## config.mk

```make
export PLATFORM = sky130hd
export DESIGN_NAME = inst_queue
export DESIGN_NICKNAME = d
export VERILOG_FILES = /design/src/rtl/inst_queue.sv
export SDC_FILE = /design/constraint.sdc
export NUM_CORES = 2
export LEC_CHECK = 0
export BUFFER_PORTS_ARGS = -buffer_cell sky130_fd_sc_hd__buf_2
export CAP_MARGIN = 20
export CORE_ASPECT_RATIO = 0.5
export CORE_UTILIZATION = 61
export CTS_CLUSTER_DIAMETER = 100
export DETAILED_ROUTE_END_ITERATION = 8
export GPL_TIMING_DRIVEN = 0
export PLACE_DENSITY = 0.86
export SYNTH_ARGS = -nofsm -noshare
export SYNTH_HDL_FRONTEND = slang
export SYNTH_SLANG_ARGS = --single-unit
```

## constraint.sdc

```tcl
create_clock -name clk_i -period 10.9 [get_ports clk_i]
set_clock_uncertainty 0.2 [all_clocks]
set_input_delay 0.545 -clock clk_i [delete_from_list [all_inputs] [get_ports clk_i]]
set_output_delay 0.545 -clock clk_i [all_outputs]
set_load 0.1 [all_outputs]
```

## src/rtl/inst_queue.sv

```systemverilog
// Multi-lane in-order instruction queue: enqueues up to ENQ_W static instructions per
// cycle, tags each with a sequential id and exposes the DEQ_W oldest entries.
package inst_queue_pkg;
  typedef struct packed {
    logic [31:0] pc;
    logic [31:0] insn;
    logic        valid;
  } si_t;

  typedef struct packed {
    si_t         si;
    logic [19:0] id;
    logic        fault;
    logic        valid;
  } di_t;
endpackage

module inst_queue
  import inst_queue_pkg::*;
#(
  parameter int DEPTH = 8,
  parameter int ENQ_W = 2,
  parameter int DEQ_W = 2,
  parameter int ID_W  = 20
) (
  input  logic                       clk_i,
  input  logic                       rst_i,
  input  logic                       flush_i,
  input  logic [ENQ_W-1:0]           enq_valid_i,
  input  si_t                        enq_si_i [ENQ_W],
  output logic                       enq_ready_o,
  output logic [DEQ_W-1:0]           deq_valid_o,
  output di_t                        deq_di_o [DEQ_W],
  input  logic [DEQ_W-1:0]           deq_ready_i,
  output logic [$clog2(DEPTH):0]     count_o,
  output logic [ID_W-1:0]            next_id_o
);

  localparam int PW = $clog2(DEPTH);
  localparam int CW = PW + 1;
  localparam logic [CW-1:0] ENQ_LIMIT = CW'(DEPTH - ENQ_W);

  logic [PW-1:0]   head_reg;
  logic [PW-1:0]   tail_reg;
  logic [CW-1:0]   count_reg;
  logic [ID_W-1:0] next_id_reg;

  di_t             mem [DEPTH];
  di_t             enq_di [ENQ_W];
  logic [DEQ_W-1:0] deq_fire;
  logic            enq_fire;
  logic [CW-1:0]   enq_acc;
  logic [CW-1:0]   deq_num;

  // Readiness looks only at the registered count, so same-cycle dequeues never help.
  assign enq_ready_o = (count_reg <= ENQ_LIMIT);
  assign enq_fire    = enq_ready_o & ~flush_i;
  assign count_o     = count_reg;
  assign next_id_o   = next_id_reg;

  genvar gi;
  generate
    for (gi = 0; gi < ENQ_W; gi++) begin : g_enq
      assign enq_di[gi] = '{si:    enq_si_i[gi],
                            id:    next_id_reg + ID_W'(gi),
                            fault: ~enq_si_i[gi].valid,
                            valid: 1'b0};
    end

    for (gi = 0; gi < DEQ_W; gi++) begin : g_deq
      assign deq_valid_o[gi] = (CW'(gi) < count_reg);
      assign deq_di_o[gi]    = deq_valid_o[gi] ? mem[head_reg + PW'(gi)] : '0;
      // A lane is taken only when every older lane is also taken.
      assign deq_fire[gi]    = deq_valid_o[gi] & (&deq_ready_i[gi:0]);
    end
  endgenerate

  always_comb begin
    enq_acc = '0;
    deq_num = '0;
    if (enq_fire) begin
      for (int l = 0; l < ENQ_W; l++) begin
        enq_acc = enq_acc + CW'(enq_valid_i[l]);
      end
    end
    for (int i = 0; i < DEQ_W; i++) begin
      deq_num = deq_num + CW'(deq_fire[i]);
    end
  end

  always_ff @(posedge clk_i) begin
    if (enq_fire) begin
      for (int l = 0; l < ENQ_W; l++) begin
        if (enq_valid_i[l]) begin
          mem[tail_reg + PW'(l)] <= enq_di[l];
        end
      end
    end
  end

  always_ff @(posedge clk_i or posedge rst_i) begin
    if (rst_i) begin
      head_reg    <= '0;
      tail_reg    <= '0;
      count_reg   <= '0;
      next_id_reg <= '0;
    end else if (flush_i) begin
      head_reg    <= tail_reg;
      count_reg   <= '0;
    end else begin
      head_reg    <= head_reg + PW'(deq_num);
      tail_reg    <= tail_reg + PW'(enq_acc);
      count_reg   <= count_reg + enq_acc - deq_num;
      next_id_reg <= next_id_reg + ID_W'(enq_acc);
    end
  end

  always_ff @(posedge clk_i) begin
    if (!rst_i) begin
      assert ((enq_valid_i & (enq_valid_i + ENQ_W'(1))) == '0)
        else $error("inst_queue: enq_valid_i is not a prefix mask");
    end
  end

endmodule

```

==> results.toml <==
[timing]
rsz0062_at_grt = "false"
fmax_mhz = 167
setup_violations = 0
fin_crit_ns = 5.99
fin_crit_sh_pct = 55.0
hold_viol = 0
relSlewSlack_pct = 15.3
slew_violations = 0
worstMarginPinSlew_ns = 1.27

[layout]
drive_above_1_share_pct = 43.2
layout_common_cells = "edfxtp_1 (688), mux2_2 (492), buf_2 (404)"
syn2layout_area_growth_pct = 15.3
final_common_cell = "edfxtp_1"
regMostFlops = "mem"
largest_register_ffs = 688
nets = 3395
final_area_sq_mm = 0.0483

[synth]
netlist_area_sq_mm = 0.0419
yosysSeqAreaShare_pct = 51.1
synth_warnings = 0
postSynthAreaPerCell_sq_um = 15.1
synth_cells = 2767
ys_ff_latch = 718
post_synth_num_cell_types = 44

[critical_path]
reg2reg_depth = 19
start_kind = "flip-flop"
required_ns = 10.16
worstSetupStartpoint = "head_reg[0]"
r2r_slack_ns = 5.42
r2r-start = "count_o[3]"
worst_ep_arrival_time_ns = 5.25
critPathCapture = "deq_di_o[12]"
cp_max_fo = 10
critical_path_class = "flip-flop to output pin"
r2r-end = "count_o[3]"
endpoint_kind = "output pin"

[detailed_routing]
avgViaCountPerCell = 7.31
vias = 30800
routed_wl_mm = 138
drt_iter0_drc = 5230
final_antenna_net_count = 0
firstDrtPassIters = 8
post-route-drc-count = 0
wl_per_cell_um = 32.7

[clocking]
clk_pin_slew_ns = 0.07
root_buffer = "clkbuf_16"
postCtsResizedCells = 0
clock-sinks = 718
cts_tree = "built"
cts.path.max_buffers = 3
h-tree-depth = 3
numCtsBuffers = 66
clk_latency_ns = 0.64

[global_route]
grt_antenna_before_repair = 29
grt_pass1_wl_mm = 196
grt_max_degree = 21
grt_pass1_vias = 31000
grt.overflow.total = 0
grt_usage_pct = 38.5

[floorplan]
initial_core_util_pct = 62.2
core.rowCount = 67
io_pins = 338
core_sq_mm = 0.0674
die_h_um = 187
die_w_um = 373
dieArea_sq_mm = 0.0698

[place]
port_buffers = 334
gp_congestion = 0.871
dpl.hpwl_mm = 89.7
dpl_cell_area_sq_mm = 0.0459

[hold_path]
hp-class = "input port to flip-flop"

[status]
status = "completed"

[job]
maxCapViolCount = 0
## cells in the mapped netlist (all sizes together)
cell,n,area (sq um)
nand3b,2,15.0
xnor2,148,1300
edfxtp,688,20700
and2,5,31.3
a21oi,89,445
o22ai,4,25.0
mux4,344,7750
or2,1,6.26
and3,5,31.3
ha,15,188
nor3b,2,15.0
o2111a,1,11.3
and3b,1,8.76
and4,4,35.0
dfrtp,30,751
a21o,1,7.51
nand3,113,566
o21ai,9,45.0
nand2b,3,18.8
mux2i,96,961
o211ai,2,15.0
conb,1,3.75
clkbuf,106,398
buf,133,631
nand4,30,188
or3b,1,8.76
a211oi,4,47.5
nor4,20,125
o31ai,2,15.0
nor2,107,407
xor2,30,263
mux2,526,5920
nor2b,4,25.0
nand2,207,780
fa,5,100
nor3,6,30.0
inv,22,82.6
## worst min path at each step
stage | start | end | slack, ns | cells after the start
floorplan | tail_reg[2] | tail_reg[2] | 0.36 | 2
global placement | tail_reg[2] | tail_reg[2] | 0.38 | 2
detailed placement | tail_reg[2] | tail_reg[2] | 0.42 | 2
CTS | enq_si_i[48] | mem[5][69] | 0.08 | 2
global route | enq_si_i[118] | mem[4][74] | 0.09 | 2
finish | enq_si_i[48] | mem[5][69] | 0.1 | 2
## per-layer routing
layer  vias to the layer above  GRT usage [%]  part of all wire (%)  wire [um]
li1                      11900              -                     -          -
met1                     15100           48.2                    32      44000
met2                      3117           60.6                    47      64500
met3                       734           9.52                    14      19900
met4                         0           24.7                   6.9       9460
met5                         -              0                     0          0
## through the flow
step | std cells | hold WS, ns | util (%) | setup slack, ns | setup TNS [ns]
after floorplan | 2768 | 0.359 | - | 1.50 | 0
after global placement | 3999 | 0.384 | 66.3 | -5.63 | -1969.51
after detailed placement | 4049 | 0.421 | 68.0 | 5.45 | 0
after CTS | 4168 | 0.0845 | 71.3 | 5.36 | 0
after global routing | 4213 | 0.0947 | 71.7 | 5.04 | 0
final | 4217 | 0.0962 | 71.7 | 4.91 | 0
## kinds of logic (layout without fill, tap and decap cells)
logic type,after synthesis,after routing,share of synthesized area [%]
other,1,34,0.00895
AND/OR/NAND/NOR,511,511,5.46
adder cells (fa/ha/maj),20,20,0.687
buffers and inverters,261,781,2.65
AO/OA/AOI/OAI,112,112,1.46
multiplexers,966,966,34.9
flip-flops,718,718,51.1
XOR/XNOR,178,178,3.72
## repair_timing
item	in CTS	in global routing
endpoints found under the hold margin	12	0
setup buffers	0	0
hold buffers	1	0
## critical path: stages, from the launching register on
cell and delay (ns):
dfrtp_1 0.43, ha_1 0.31, clkbuf_1 0.63, clkbuf_1 1.00
clkbuf_1 0.81, mux4_2 0.36, nand2_1 0.05, a21oi_1 0.47
buf_2 0.53
## cell type report
| cell class | count | area, sq um |
|---|---|---|
| inverters | 22 | 82.6 |
| plain buffers | 239 | 1030 |
| well taps | 897 | 1120 |
| clock inverters | 20 | 220 |
| diodes | 32 | 80.1 |
| repair buffers | 402 | 2950 |
| fillers | 4045 | 19100 |
| flip-flops and latches | 718 | 21400 |
| multi-input cells | 1789 | 19500 |
| clock buffers | 98 | 1940 |
Power is not shown: default switching activity piles up to over one toggle a cycle in this logic, so the estimate is an artifact.
